==> config.mk <==
export PLATFORM = sky130hd
export DESIGN_NAME = host_cycle_ctrl_flat
export DESIGN_NICKNAME = d
export VERILOG_FILES = /design/src/rtl/host_cycle_ctrl_if.sv /design/src/rtl/host_cycle_ctrl.sv /design/src/flat_wrapper.sv
export SDC_FILE = /design/constraint.sdc
export NUM_CORES = 1
export LEC_CHECK = 0
export ABC_CLOCK_PERIOD_IN_PS = 4500
export CAP_MARGIN = 20
export CORE_MARGIN = 2
export CORE_UTILIZATION = 40
export DETAILED_ROUTE_END_ITERATION = 8
export GPL_TIMING_DRIVEN = 0
export PLACE_DENSITY = 0.63
export SLEW_MARGIN = 10
export SYNTH_ARGS = -nofsm -noshare
export SYNTH_HDL_FRONTEND = slang
export SYNTH_SLANG_ARGS = --single-unit
export TNS_END_PERCENT = 100
==> constraint.sdc <==
create_clock -name i_clk -period 4.5 [get_ports i_clk]
set_input_delay 1.125 -clock i_clk [delete_from_list [all_inputs] [get_ports i_clk]]
set_output_delay 1.125 -clock i_clk [all_outputs]
set_load 0.005 [all_outputs]
==> src/rtl/host_cycle_ctrl_if.sv <==
// CPU-side and host-side signals of the host bus cycle controller.
// The controller takes the slave modport; the CPU/host environment takes the master modport.
interface host_cycle_ctrl_if;
   logic [1:0] j;
   logic       host_phi;
   logic       cpu_valid;
   logic       host_access;
   logic       cpu_rnw;
   logic [7:0] cpu_data;
   logic       dec_rom_reg;
   logic       dec_shadow_reg;
   logic       dec_fe4x;
   logic       lat_en;
   logic       cpu_rdy;
   logic [3:0] rom_bank;
   logic       shadow_en;
   logic       timeout_err;

   modport master (
      output j, host_phi, cpu_valid, host_access, cpu_rnw, cpu_data,
             dec_rom_reg, dec_shadow_reg, dec_fe4x,
      input  lat_en, cpu_rdy, rom_bank, shadow_en, timeout_err
   );

   modport slave (
      input  j, host_phi, cpu_valid, host_access, cpu_rnw, cpu_data,
             dec_rom_reg, dec_shadow_reg, dec_fe4x,
      output lat_en, cpu_rdy, rom_bank, shadow_en, timeout_err
   );
endinterface

==> src/rtl/host_cycle_ctrl.sv <==
// Aligns CPU host-bus accesses to the host phase clock, stretches 1MHz accesses,
// and snoops completed writes to the paged ROM select and shadow registers.
module host_cycle_ctrl #(
   parameter int SYNC_STAGES = 2,
   parameter int PHI_TIMEOUT = 255
) (
   input logic              i_clk,
   input logic              i_rst,
   host_cycle_ctrl_if.slave bus
);
   typedef enum logic [2:0] {
      S_IDLE,
      S_WAIT_FALL,
      S_PH1,
      S_PH2,
      S_DONE
   } state_t;

   localparam logic [7:0] TCNT_LAST = 8'(PHI_TIMEOUT - 1);

   logic [SYNC_STAGES-1:0] r_sync;
   logic                   r_phi_d;
   state_t                 r_state;
   state_t                 w_state_nxt;
   logic                   r_stretch;
   logic                   r_extra;
   logic                   r_wr;
   logic                   r_rom;
   logic                   r_shd;
   logic                   r_abort;
   logic [7:0]             r_tcnt;
   logic                   r_lat_en;
   logic [3:0]             r_rom_bank;
   logic                   r_shadow_en;
   logic                   r_timeout_err;

   logic w_phi_s;
   logic w_fall;
   logic w_rise;
   logic w_req;
   logic w_waiting;
   logic w_abort;
   logic w_set_extra;
   logic w_commit;
   logic w_unused_data;

   assign w_phi_s       = r_sync[SYNC_STAGES-1];
   assign w_fall        = ~w_phi_s & r_phi_d;
   assign w_rise        = w_phi_s & ~r_phi_d;
   assign w_req         = bus.cpu_valid & bus.host_access;
   assign w_waiting     = (r_state == S_WAIT_FALL) || (r_state == S_PH1) || (r_state == S_PH2);
   assign w_abort       = w_waiting && (r_tcnt == TCNT_LAST);
   assign w_commit      = (r_state == S_DONE) && r_wr && !r_abort;
   assign w_unused_data = &{1'b0, bus.cpu_data[6:4]};

   always_ff @(posedge i_clk) begin
      if (i_rst) begin
         r_sync  <= '0;
         r_phi_d <= 1'b0;
      end else begin
         r_sync  <= {r_sync[SYNC_STAGES-2:0], bus.host_phi};
         r_phi_d <= w_phi_s;
      end
   end

   always_comb begin
      // NOTE: defaults first so no path through the case leaves a signal unassigned (no latches).
      w_state_nxt = r_state;
      w_set_extra = 1'b0;
      case (r_state)
         S_IDLE:      if (w_req)  w_state_nxt = S_WAIT_FALL;
         S_WAIT_FALL: if (w_fall) w_state_nxt = S_PH1;
         S_PH1:       if (w_rise) w_state_nxt = S_PH2;
         S_PH2: begin
            if (w_fall) begin
               if (r_stretch && !r_extra) begin
                  w_state_nxt = S_PH1;
                  w_set_extra = 1'b1;
               end else begin
                  w_state_nxt = S_DONE;
               end
            end
         end
         S_DONE:      w_state_nxt = S_IDLE;
         default:     w_state_nxt = S_IDLE;
      endcase
      // A stuck host clock must never hang the CPU.
      if (w_abort) begin
         w_state_nxt = S_DONE;
         w_set_extra = 1'b0;
      end
   end

   always_ff @(posedge i_clk) begin
      if (i_rst) begin
         r_state       <= S_IDLE;
         r_lat_en      <= 1'b0;
         r_stretch     <= 1'b0;
         r_extra       <= 1'b0;
         r_wr          <= 1'b0;
         r_rom         <= 1'b0;
         r_shd         <= 1'b0;
         r_abort       <= 1'b0;
         r_tcnt        <= '0;
         r_rom_bank    <= '0;
         r_shadow_en   <= 1'b0;
         r_timeout_err <= 1'b0;
      end else begin
         r_state  <= w_state_nxt;
         r_lat_en <= (w_state_nxt == S_PH1) || (w_state_nxt == S_PH2);
         if ((r_state == S_IDLE) && w_req) begin
            r_stretch <= bus.dec_fe4x;
            r_wr      <= ~bus.cpu_rnw;
            r_rom     <= bus.dec_rom_reg;
            r_shd     <= bus.dec_shadow_reg;
            r_extra   <= 1'b0;
            r_abort   <= 1'b0;
            r_tcnt    <= '0;
         end else if (w_waiting) begin
            r_tcnt <= r_tcnt + 8'd1;
         end
         if (w_set_extra) r_extra <= 1'b1;
         if (w_abort) begin
            r_abort       <= 1'b1;
            r_timeout_err <= 1'b1;
         end
         // Snoop: data is still held by the stalled CPU during DONE.
         if (w_commit) begin
            if (r_rom) r_rom_bank <= bus.cpu_data[3:0];
            if (r_shd && (bus.j == 2'b01)) r_shadow_en <= bus.cpu_data[7];
            if (r_shd && (bus.j == 2'b11)) r_shadow_en <= bus.cpu_data[2];
         end
      end
   end

   assign bus.cpu_rdy     = ((r_state == S_IDLE) && !w_req) || (r_state == S_DONE);
   assign bus.lat_en      = r_lat_en;
   assign bus.rom_bank    = r_rom_bank;
   assign bus.shadow_en   = r_shadow_en;
   assign bus.timeout_err = r_timeout_err;
endmodule

==> src/flat_wrapper.sv <==
// flat-port wrapper written by rule: the top's interface ports become plain ports
module host_cycle_ctrl_flat 
#(
   parameter int SYNC_STAGES = 2,
   parameter int PHI_TIMEOUT = 255
)
  (i_clk, i_rst, bus_j, bus_host_phi, bus_cpu_valid, bus_host_access, bus_cpu_rnw, bus_cpu_data, bus_dec_rom_reg, bus_dec_shadow_reg, bus_dec_fe4x, bus_lat_en, bus_cpu_rdy, bus_rom_bank, bus_shadow_en, bus_timeout_err);
  host_cycle_ctrl_if bus_i ();
  input logic i_clk;
  input logic i_rst;
  input wire logic [$bits(bus_i.j)-1:0] bus_j;
  input wire logic [$bits(bus_i.host_phi)-1:0] bus_host_phi;
  input wire logic [$bits(bus_i.cpu_valid)-1:0] bus_cpu_valid;
  input wire logic [$bits(bus_i.host_access)-1:0] bus_host_access;
  input wire logic [$bits(bus_i.cpu_rnw)-1:0] bus_cpu_rnw;
  input wire logic [$bits(bus_i.cpu_data)-1:0] bus_cpu_data;
  input wire logic [$bits(bus_i.dec_rom_reg)-1:0] bus_dec_rom_reg;
  input wire logic [$bits(bus_i.dec_shadow_reg)-1:0] bus_dec_shadow_reg;
  input wire logic [$bits(bus_i.dec_fe4x)-1:0] bus_dec_fe4x;
  output wire logic [$bits(bus_i.lat_en)-1:0] bus_lat_en;
  output wire logic [$bits(bus_i.cpu_rdy)-1:0] bus_cpu_rdy;
  output wire logic [$bits(bus_i.rom_bank)-1:0] bus_rom_bank;
  output wire logic [$bits(bus_i.shadow_en)-1:0] bus_shadow_en;
  output wire logic [$bits(bus_i.timeout_err)-1:0] bus_timeout_err;
  assign bus_i.j = bus_j;
  assign bus_i.host_phi = bus_host_phi;
  assign bus_i.cpu_valid = bus_cpu_valid;
  assign bus_i.host_access = bus_host_access;
  assign bus_i.cpu_rnw = bus_cpu_rnw;
  assign bus_i.cpu_data = bus_cpu_data;
  assign bus_i.dec_rom_reg = bus_dec_rom_reg;
  assign bus_i.dec_shadow_reg = bus_dec_shadow_reg;
  assign bus_i.dec_fe4x = bus_dec_fe4x;
  assign bus_lat_en = bus_i.lat_en;
  assign bus_cpu_rdy = bus_i.cpu_rdy;
  assign bus_rom_bank = bus_i.rom_bank;
  assign bus_shadow_en = bus_i.shadow_en;
  assign bus_timeout_err = bus_i.timeout_err;
  host_cycle_ctrl #(.SYNC_STAGES(SYNC_STAGES), .PHI_TIMEOUT(PHI_TIMEOUT)) u_core (.i_clk(i_clk), .i_rst(i_rst), .bus(bus_i));
endmodule
# Word-level counts from Yosys, hierarchy flattened
# Index checks and enable logic that the tools add are counted.
# word_totals
reg_bits	27
out_inout_bits	8
in_bits	19
word_cells	68
# classes
bitwise_logic	6
n_reduce_logical	22
n_mux	16
eq_ne	9
addsub	1
# ops
op	n
$mux 3	6
$eq 3x2->1 const B	4
$pmux 3 s4	1
$mux 1	9
$add 8x1->8 const B	1
$eq 8x8->1 const B	1
$logic_and 1x1->1	8
$reduce_bool 2->1	3
$logic_or 1x1->1	4
$reduce_and 2->1	2
$and 1x1->1	3
$eq 3x1->1 const B	1
$eq 3x3->1 const B	1
$logic_not 1->1	3
$logic_not 3->1	1
$not 1->1	3
$eq 2x1->1 const B	1
$eq 2x2->1 const B	1
$reduce_or 2->1	1

# Logic depth before layout (Yosys ltp)
# logic_depth
ltp_word	8
depth_mapped	6
ltp_nobuf	5

# Least setup slack after synthesis
# No wires, ideal clock.
# synth_path
path_kind	input-to-output
startpoint	input bus_cpu_valid
endpoint	output bus_cpu_rdy
required_time_ns	3.375
arrival_ns	1.527
cell_stages	3
setup_slack_ns	1.848
n_path_buf	1
path_cell_list	and3b_1 > clkbuf_1 > nor2_1
# synth_between
elab_chain_len	4
# synth_lines
element	line	source
start: declaration	flat_wrapper.sv:13	input wire logic [$bits(bus_i.cpu_valid)-1:0] bus_cpu_valid;
$and 1x1->1	host_cycle_ctrl.sv:50	assign w_req = bus.cpu_valid & bus.host_access;
$logic_not 1->1	host_cycle_ctrl.sv:136	assign bus.cpu_rdy = ((r_state == S_IDLE) && !w_req) || (r_state == S_DONE);
$logic_and 1x1->1	host_cycle_ctrl.sv:136	
$logic_or 1x1->1	host_cycle_ctrl.sv:136	
end: declaration	flat_wrapper.sv:21	output wire logic [$bits(bus_i.cpu_rdy)-1:0] bus_cpu_rdy;
# No other way between the ends.

# Worst setup path in the final report
# Same ends and word-level chain as after synthesis.

==> results list <==
* Critical Path Source Type: input pin
* FF-to-FF setup slack: around 3000 ps
- Dividing the detail-routed wire length by the instance count gives between 10 and 15 um.
- The average instance in the mapped netlist occupies approximately 9.1 sq um.
* Post-synth EDFFs: 0
- Worst-case clock skew: 9.41 ps
- For this run, the number of Yosys warnings is 0.
* Crit path max fanout: 6
- Number of hold violations in the final report: 0
- Static leakage: approximately 0.5 nW
- In this run the worst hold path is classified as flip-flop to flip-flop.
- Port buffering added 23 buffers.
* Total number of vias: about 1,000
- Count of unique library cells instantiated by Yosys: 31
* Drc violations: 3
- DRC marker count from the first detailed-route iteration: 48
- Headroom to the max-slew limit came out at 68.1%.
- The final reports fail on design-rule violations.
- Unrepaired setup endpoints after global routing: false
- First-pass GRT wire length: ~4300 um
* Core region area: around 2800 sq um
* Synthesized net count: roughly 150
- Max-slew violation count: 0
* Via count of the first global-routing pass: 1,035
* First element of the critical path: bus_cpu_valid
* Largest cells by area after synthesis: sky130_fd_sc_hd__dfxtp_1, sky130_fd_sc_hd__a21oi_1, sky130_fd_sc_hd__nand2b_1
* Routability congestion estimate: approximately 0.79
- Detailed placement ended at an HPWL of between 1500 and 2000 um.
* Maximum vdd drop: between 150 and 200 uV
* Max Cap Viol: 0
- The number of hold buffers added after CTS was 0.
* Transition time at the pin with the least slew margin: about 480 ps
- Critical path capture point type: output port
* Hold Startpoint: u_core.bus.timeout_err$_SDFFE_PP0P_
- Across every metal layer, demand over resource in global routing totals approximately 16%.
* Maximum buffer depth of the clock tree: 2
- Synth-to-Final Area Change: 24.5%
- During I/O placement, the number of pins put on the boundary was 27.
- STA puts the critical path data required time at between 3000 and 4000 ps.
- Primary flip-flop cell chosen by synthesis mapping: sky130_fd_sc_hd__dfxtp_1
* Overall power: just under 0.0004 W
- The clock drives 27 sinks.
- In this run the biggest area consumer among cell types represents between 40 and 50% of the synthesized area.
- Sequential-to-total area share from yosys stat: 44.8%
* CTS Buf Count: 3
- Post-CTS setup repair buffer count: 0
- The worst setup path is of the input pin to output port kind.
- Counting I/O delays and the setup requirement, the final critical path takes about 3600 ps.
- The run finished, with violations left.
* Clock root buffer: sky130_fd_sc_hd__clkbuf_4
* Number of gates given a new drive strength after cts: 0
- Final net count: 181
* Share of final-layout standard cells stronger than drive strength 1: ~4.4%
- CTS clock-pin slew for the worst setup and hold paths: 140 ps
- Dividing total power by cell area gives a power density of roughly 260 nW/um^2.
- Vias per cell: roughly 5.5
- Post-synth top area cell: sky130_fd_sc_hd__dfxtp_1
- The layout has between 200 and 300 filler cells.
* Row Count: 19
- H-Tree Depth: 1
- Antenna cells: 0
* Width of the chip: just under 60 um
- Data on the critical path arrives at its endpoint at between 2000 and 2500 ps.
- R2R Path Start: u_core.r_state[1]$_SDFF_PP0_
- Summing every instance area after synthesis gives 1210 sq um.
* Remaining Overflow, GRT: 0
- The number of antenna violations at the first check in global routing came to 0.
- TritonCTS built the clock tree.
- Die Y-Extent: approximately 59 um
- The count of nets left with antenna violations once routing finished came out at 0.
- Achievable Freq: about 280 MHz
- Drt first pass iters: 6
- Setup total negative slack on the finished layout was measured at 0 ps.
- Synthesis produced a netlist whose cell count is 132.
- Effective utilization at floorplan: 43.0%
- Maximum number of pins on one net before global-route repair: 15
- Proportion of synthesized flip-flops having asynchronous set or reset: 0%
- Share of the clock period used by the worst path: roughly 80%
- Final WL: between 2000 and 2500 um
- Number of flip-flops and latches in the synthesized netlist: 27
- Setup violations remaining at the end of the flow were counted as 0.
- Die area: 3470 sq um
- The clock reaches the later pin of the worst-skew pair after between 300 and 400 ps.
## sequential cells by signal (all words and copies together), names as in the netlist
register                count
u_core.bus.lat_en           1
u_core.bus.rom_bank         4
u_core.bus.shadow_en        1
u_core.bus.timeout_err      1
u_core.r_abort              1
u_core.r_extra              1
u_core.r_phi_d              1
u_core.r_rom                1
u_core.r_shd                1
u_core.r_state              3
u_core.r_stretch            1
u_core.r_sync               2
u_core.r_tcnt               8
u_core.r_wr                 1
## layout by cell type (no fill, tap or decap), types with 2 or more instances in the layout
cell,count
sky130_fd_sc_hd__dfxtp_1,27
sky130_fd_sc_hd__clkdlybuf4s50_1,23
sky130_fd_sc_hd__a21oi_1,16
sky130_fd_sc_hd__nand2b_1,9
sky130_fd_sc_hd__clkbuf_1,7
sky130_fd_sc_hd__o21ai_0,7
sky130_fd_sc_hd__nand3_1,6
sky130_fd_sc_hd__nand2_1,6
sky130_fd_sc_hd__inv_1,5
sky130_fd_sc_hd__nor2_1,5
sky130_fd_sc_hd__mux2i_1,5
sky130_fd_sc_hd__o31ai_1,5
sky130_fd_sc_hd__or4_1,5
sky130_fd_sc_hd__nand4_1,3
sky130_fd_sc_hd__or3_1,3
sky130_fd_sc_hd__nor2b_1,3
sky130_fd_sc_hd__clkbuf_4,3
sky130_fd_sc_hd__buf_6,2
sky130_fd_sc_hd__and3b_1,2
sky130_fd_sc_hd__o2111a_1,2
sky130_fd_sc_hd__nand3b_1,2
sky130_fd_sc_hd__ha_1,2
## Yosys cell counts (3+ instances only)
cell                       count
sky130_fd_sc_hd__nand2_1       6
sky130_fd_sc_hd__o21ai_0       7
sky130_fd_sc_hd__or4_1         5
sky130_fd_sc_hd__nand2b_1      9
sky130_fd_sc_hd__o31ai_1       5
sky130_fd_sc_hd__nor2b_1       3
sky130_fd_sc_hd__inv_1         5
sky130_fd_sc_hd__or3_1         3
sky130_fd_sc_hd__mux2i_1       5
sky130_fd_sc_hd__dfxtp_1      27
sky130_fd_sc_hd__nand3_1       6
sky130_fd_sc_hd__nor2_1        5
sky130_fd_sc_hd__nand4_1       3
sky130_fd_sc_hd__a21oi_1      16
sky130_fd_sc_hd__clkbuf_1      6
## routing by layer
metal  GRT usage (%)  vias to the layer above  wire length, um
met5               0                        -                0
met4            7.14                        0               17
met3            2.42                        2              127
met2            29.5                       22             1280
met1            17.9                      497             1040
li1                -                      526                -
## final timing paths
kind         cells past startpoint                             endpoint
min                              2  u_core.bus.timeout_err$_SDFFE_PP0P_
max                              5                          bus_cpu_rdy
min reg2reg                      2  u_core.bus.timeout_err$_SDFFE_PP0P_
max reg2reg                      5         u_core.bus.lat_en$_SDFF_PP0_
## area by class of cell
type                       count  area (sq um)  share of cell area (%)
multi-input combinational     92           603                    40.1
buffer                         8          45.0                    3.00
inverter                       5          18.8                    1.25
timing repair buffer          23           230                    15.3
sequential                    27           541                    36.0
tap                           31          38.8                    2.58
clock buffer                   4          26.3                    1.75
## worst max-delay path, cell delays in order
cell	delay (ps)
sky130_fd_sc_hd__clkdlybuf4s50_1	420
sky130_fd_sc_hd__and3b_1	180
sky130_fd_sc_hd__clkbuf_1	150
sky130_fd_sc_hd__nor2_1	110
sky130_fd_sc_hd__clkdlybuf4s50_1	500
## cells by family after synthesis
| kind of cell | after synthesis | share of synthesized area (%) |
|---|---|---|
| adder cells (fa/ha/maj) | 2 | 2.07 |
| AO/OA/AOI/OAI | 35 | 17.9 |
| buffers and inverters | 13 | 5.28 |
| XOR/XNOR | 1 | 0.726 |
| flip-flops | 27 | 44.8 |
| AND/OR/NAND/NOR | 49 | 25.1 |
| multiplexers | 5 | 4.15 |
## through the flow
step / setup slack [ps] / area, sq um / hold slack, ps / util, % / cells
CTS: 896 / 1500 / 461 / 53.6 / 190
floorplan: 1850 / 1210 / 414 / - / 132
detailed placement: 894 / 1480 / 430 / 52.6 / 186
global route: 838 / 1500 / 488 / 53.6 / 190
finish: 896 / 1500 / 457 / 53.6 / 190
global placement: 904 / 1480 / 433 / 52.6 / 186
## power by group
part	switching (W)	internal, W	total [W]
logic	0.0000211	0.0000249	0.0000460
clock network	0.0000676	0.0000346	0.000102
registers	0.00000411	0.000244	0.000248
total	0.0000928	0.000304	0.000396
Power figures use the tool's default switching activity.
==> RTL change 1 (same settings) <==
Re-encode `state_t` (5 states) as one-hot, 5 bits wide.
--- a/src/rtl/host_cycle_ctrl.sv
+++ b/src/rtl/host_cycle_ctrl.sv
@@ -8,12 +8,12 @@
    input logic              i_rst,
    host_cycle_ctrl_if.slave bus
 );
-   typedef enum logic [2:0] {
-      S_IDLE,
-      S_WAIT_FALL,
-      S_PH1,
-      S_PH2,
-      S_DONE
+   typedef enum logic [4:0] {
+      S_IDLE      = 5'b00001,
+      S_WAIT_FALL = 5'b00010,
+      S_PH1       = 5'b00100,
+      S_PH2       = 5'b01000,
+      S_DONE      = 5'b10000
    } state_t;
 
    localparam logic [7:0] TCNT_LAST = 8'(PHI_TIMEOUT - 1);
Formal check against the unedited RTL: same outputs for any inputs over 10 cycles, from zero or initial values and one cycle with i_rst high; not proved beyond that.
==> RTL change 1 against the unedited design <==
  * Global-route usage is 0.65 points higher
  * Power grew 35%
  * Sequential cell count grew 2
  * Non-clock buffer count decreased by 1
  * Wire length grew 22%
  * Synthesized cell count rose by 20%
  * Critical endpoint unchanged
  * Synthesized area is 15% higher
  * Cell area up 17%
  * Register-to-register slack lost 0.28 ns
  * Setup slack improved by 0.13 ns
  * Utilization shrank 0.92 points
  * Critical path depth unchanged
  * Sequential share of layout area is 2.9 points lower
  * Combinational power shrank 1%
  * Highest routed layer unchanged
==> RTL change 1: results (changes against the unedited design) <==
stage,metric,value,unit,change
clocking,H-tree depth,2,,+1
layout,layout cells sized above 1,0.0899,,+0.0459
layout,FILL cells,359,,+34%
layout,Final Non-Filler Cells,235,,+24%
global_route,GRT Resource Usage Total,0.166,,+0.00649
route,met3 wire len,132,µm,+3.9%
layout,post-route cell area,0.00176,mm²,+17%
placed_design,hpwl dp,2190,µm,+17%
placed_design,DP Area,0.00167,mm²,+13%
synthesis,Netlist cell types,46,,+48%
layout,final net count,209,,+15%
status,run status,finished clean,,
worst_setup_path,register-to-register setup slack,2.66,ns,-0.28 ns
route,met2 WL,1410,µm,+10%
timing,Worst-Margin Slew,0.511,ns,+0.0327 ns
synthesis,Synth Net Count,180,,+18%
placed_design,# port buffers,22,,-4.3%
synthesis,cells taking the most area after synthesis,"dfxtp_1, a21oi_1, nand2_1, mux2i_1, nand3_1",,
global_route,first-pass GRT wire length,5150,µm,+20%
clocking,clk_lat worst skew,0.34,ns,+0.02 ns
route,DRT Pass-1 Iters,5,,-1
power_and_ir_drop,Static Leak,0.662,nW,+36%
route,total number of vias,1229,,+17%
worst_setup_path,CP arrival,2.35,ns,-0.13 ns
timing,f_max,288,MHz,+3.8%
synthesis,most frequent cells after synthesis,"dfxtp_1, a21oi_1, nand2_1",,
timing,hold_ws,0.456,ns,-0.00109 ns
## RTL change 1: changes by cell type in the layout (fill, tap and decap cells not counted), sizes merged, moves of 3 or more
cell / change
buf: +3
nand2: +9
nand2b: -8
nand3: +4
nand4: +3
nor2: +8
nor2b: +4
nor3: +3
o31ai: -3
or4: -3
xor2: +3
## RTL change 1: cell type report
cell class / count / area share
multi-input combinational: 119 / 0.432
sequential: 29 / 0.330
timing repair buffer: 22 / 0.125
tap: 46 / 0.0328
clock buffer: 7 / 0.0313
buffer: 8 / 0.0242
clock inverter: 1 / 0.0171
inverter: 3 / 0.00641
## RTL change 1: power groups by stage
stage | clock network [W] | registers [W] | logic [W]
after floorplan | 0 | 0.000268 | 0.0000252
after global placement | 0 | 0.000268 | 0.0000444
after detailed placement | 0 | 0.000269 | 0.0000454
after CTS | 0.000233 | 0.000263 | 0.0000456
after global routing | 0.000244 | 0.000263 | 0.0000499
final | 0.000226 | 0.000263 | 0.0000454
## RTL change 1: final timing paths
path,start,to,cells after the start
hold / removal,u_core.bus.timeout_err,u_core.bus.timeout_err,2
setup reg to reg,u_core.r_state[3],u_core.bus.rom_bank[1],5
hold reg to reg,u_core.bus.timeout_err,u_core.bus.timeout_err,2
setup / recovery,bus_cpu_valid,bus_cpu_rdy,5
## RTL change 1: kinds of logic after synthesis
group / Yosys count / share of synthesized area
and+or+nand+nor: 72 / 0.289
AOI/OAI and AO/OA: 36 / 0.171
DFF: 29 / 0.417
buffers and inverters: 11 / 0.0386
muxes: 5 / 0.0359
xor gates and xnor gates: 4 / 0.0305
adders and majority gates: 2 / 0.0180
## RTL change 1: per-layer routing
layer	up-vias	global-route usage
met5	-	0
met4	0	0.0667
met3	4	0.0505
met2	32	0.267
met1	560	0.207
li1	633	-
==> RTL change 2 (config.mk and constraints unchanged) <==
Made on the original files. `SYNC_STAGES` is set to 2 in 2 places; all go to 4.
--- a/src/rtl/host_cycle_ctrl.sv
+++ b/src/rtl/host_cycle_ctrl.sv
@@ -1,7 +1,7 @@
 // Aligns CPU host-bus accesses to the host phase clock, stretches 1MHz accesses,
 // and snoops completed writes to the paged ROM select and shadow registers.
 module host_cycle_ctrl #(
-   parameter int SYNC_STAGES = 2,
+   parameter int SYNC_STAGES = 4,
    parameter int PHI_TIMEOUT = 255
 ) (
    input logic              i_clk,
--- a/src/flat_wrapper.sv
+++ b/src/flat_wrapper.sv
@@ -1,7 +1,7 @@
 // flat-port wrapper written by rule: the top's interface ports become plain ports
 module host_cycle_ctrl_flat 
 #(
-   parameter int SYNC_STAGES = 2,
+   parameter int SYNC_STAGES = 4,
    parameter int PHI_TIMEOUT = 255
 )
   (i_clk, i_rst, bus_j, bus_host_phi, bus_cpu_valid, bus_host_access, bus_cpu_rnw, bus_cpu_data, bus_dec_rom_reg, bus_dec_shadow_reg, bus_dec_fe4x, bus_lat_en, bus_cpu_rdy, bus_rom_bank, bus_shadow_en, bus_timeout_err);
Function: changed (a bounded check fails within 10 cycles, from zero or initial values and one cycle with i_rst high).
==> RTL change 2 against the unedited design <==
  * Sequential cell count grew 2
  * Power grew 19%
  * Setup slack lost 0.011 ns
  * Cell area grew 6.7%
  * Wire length grew 11%
  * Worst hold slack lost 0.0080 ns
  * Synthesized area grew 4.6%
  * Clock skew shrank 0.0044 ns
  * Critical endpoint unchanged
  * Largest power group unchanged
==> RTL change 2: results (changes against the unedited design) <==
stage,metric,value,unit,change
status,run status,finished clean,,
timing,headroom to the max-slew limit,0.626,,-0.0550
hold_path,Min-Delay Path Depth,2,,unchanged
layout,number of flip-flops in the largest register,8,,unchanged
global_route,met2 GRT Util,0.284,,-0.0111
layout,Final Non-Filler Cells,213,,+12%
layout,Reg with most FFs,u_core.r_tcnt,,
power_and_ir_drop,VDD IR max,171,µV,+10%
clocking,clk_lat worst skew,0.32,ns,about the same
placed_design,hpwl dp,1980,µm,+5.7%
route,total number of vias,1144,,+9.3%
power_and_ir_drop,Static Leak,0.533,nW,+9.1%
worst_setup_path,length in cells of the worst reg-to-reg path,6,,+1
global_route,GRT Resource Usage Total,0.174,,+0.0147
worst_setup_path,register-to-register setup slack,2.88,ns,-0.06 ns
layout,FILL cells,284,,+6.0%
clocking,H-tree depth,2,,+1
worst_setup_path,worst setup path endpoint,bus_cpu_rdy,,
synthesis,"Warnings, synthesis",0,,unchanged
clocking,CTS buffer count,5,,+2
layout,final net count,190,,+5.0%
synthesis,Netlist cell types,31,,unchanged
synthesis,sequential area share after synthesis,0.460,,+0.0122
worst_setup_path,"critical path fanouts, max",6,,unchanged
worst_setup_path,critical path startpoint,bus_cpu_valid,,
placed_design,DP Area,0.00155,mm²,+4.8%
global_route,largest net degree at the start of global routing,11,,-4
layout,layout cells sized above 1,0.0710,,+0.0270
synthesis,cells taking the most area after synthesis,"dfxtp_1, a21oi_1, o21ai_0, or4_1, nand4_1",,
worst_setup_path,Critical R2R Launch,u_core.r_tcnt[0],,
global_route,initial antenna violation count,0,,unchanged
worst_setup_path,CP arrival,2.49,ns,
clocking,post-CTS setup buffer count,0,,unchanged
timing,Setup Skew,0.00499,ns,-0.00442 ns
clocking,clock transition at the registers of the reported paths,0.08,ns,-0.06 ns
placed_design,Routability Congestion,0.764,,-3.1%
global_route,routing usage on met3,0.0476,,+0.0234
clocking,Longest Clk Path Bufs,2,,unchanged
layout,Antenna Cells,0,,unchanged
worst_setup_path,worst r2r dst,u_core.bus.lat_en,,
hold_path,sink of the worst hold path,u_core.bus.timeout_err,,
synthesis,fraction of registers with async set/reset,0,,unchanged
global_route,first-pass GRT wire length,4650,µm,+8.0%
synthesis,syn_area_per_cell,9.08,µm²,-0.71%
synthesis,number of enable flip-flop cells after synthesis,0,,unchanged
hold_path,HP Start,u_core.bus.timeout_err,,
timing,hold_ws,0.449,ns,-0.00801 ns
synthesis,Synth Net Count,160,,+4.6%
hold_path,Hold/Removal Path Class,reg2reg,,
clocking,clock root buffer,clkbuf_4,,
global_route,met1 usage,0.214,,+0.0354
clocking,cts repair resizes,0,,unchanged
route,DRT Pass-1 Iters,4,,-2
synthesis,most frequent cells after synthesis,"dfxtp_1, a21oi_1, o21ai_0",,
placed_design,# port buffers,23,,unchanged
route,routed len/inst,12.9,µm,-0.60%
route,Initial DRC Count,34,,-29%
RTL change 2: changes by cell type after synthesis, moves of 2 or more:
cell      delta
nand2b_1     -7
o21ai_0      +5
nand4_1      +4
mux2i_1      -3
nor2b_1      +3
or3_1        -3
a21oi_1      +2
dfxtp_1      +2
nor2_1       +2
or3b_2       +2
RTL change 2: kinds of logic (layout without fill, tap and decap cells):
kind of cell,count (synthesis),in the layout,synth area share
AND/OR/NAND/NOR,49,49,0.234
flip-flops,29,29,0.460
XOR/XNOR,1,1,0.00694
buffers and inverters,12,42,0.0505
AO/OA/AOI/OAI,44,44,0.213
multiplexers,2,2,0.0159
adder cells (fa/ha/maj),2,2,0.0198
RTL change 2: layout make-up:
cell class	instances	area (µm²)	area share
clock buffer	7	55.1	0.0343
sequential	29	581	0.362
inverter	4	15.0	0.00937
timing repair buffer	23	230	0.144
tap	44	55.1	0.0343
multi-input combinational	98	618	0.386
buffer	8	48.8	0.0304
RTL change 2: report_power, final:
part | internal [W] | switching (W)
registers | 0.000262 | 0.00000393
logic | 0.0000254 | 0.0000233
clock network | 0.0000736 | 0.0000827
total | 0.000361 | 0.000110
RTL change 2: metrics by stage:
stage	power, W	worst slack (ns)
floorplan	0.000297	1.85
global placement	0.000319	0.887
detailed placement	0.000320	0.880
CTS	0.000475	0.871
global route	0.000493	0.833
finish	0.000471	0.885
RTL change 2: worst max-delay path, stage by stage:
cell and delay (ns):
clkdlybuf4s50_1 0.41, and3b_1 0.18, clkbuf_1 0.15, nor2_1 0.11, clkdlybuf4s50_1 0.50
RTL change 2: metal layers:
layer,up-vias,routed length (µm)
li1,572,-
met1,539,1340
met2,26,1200
met3,7,141
met4,0,54
met5,-,0
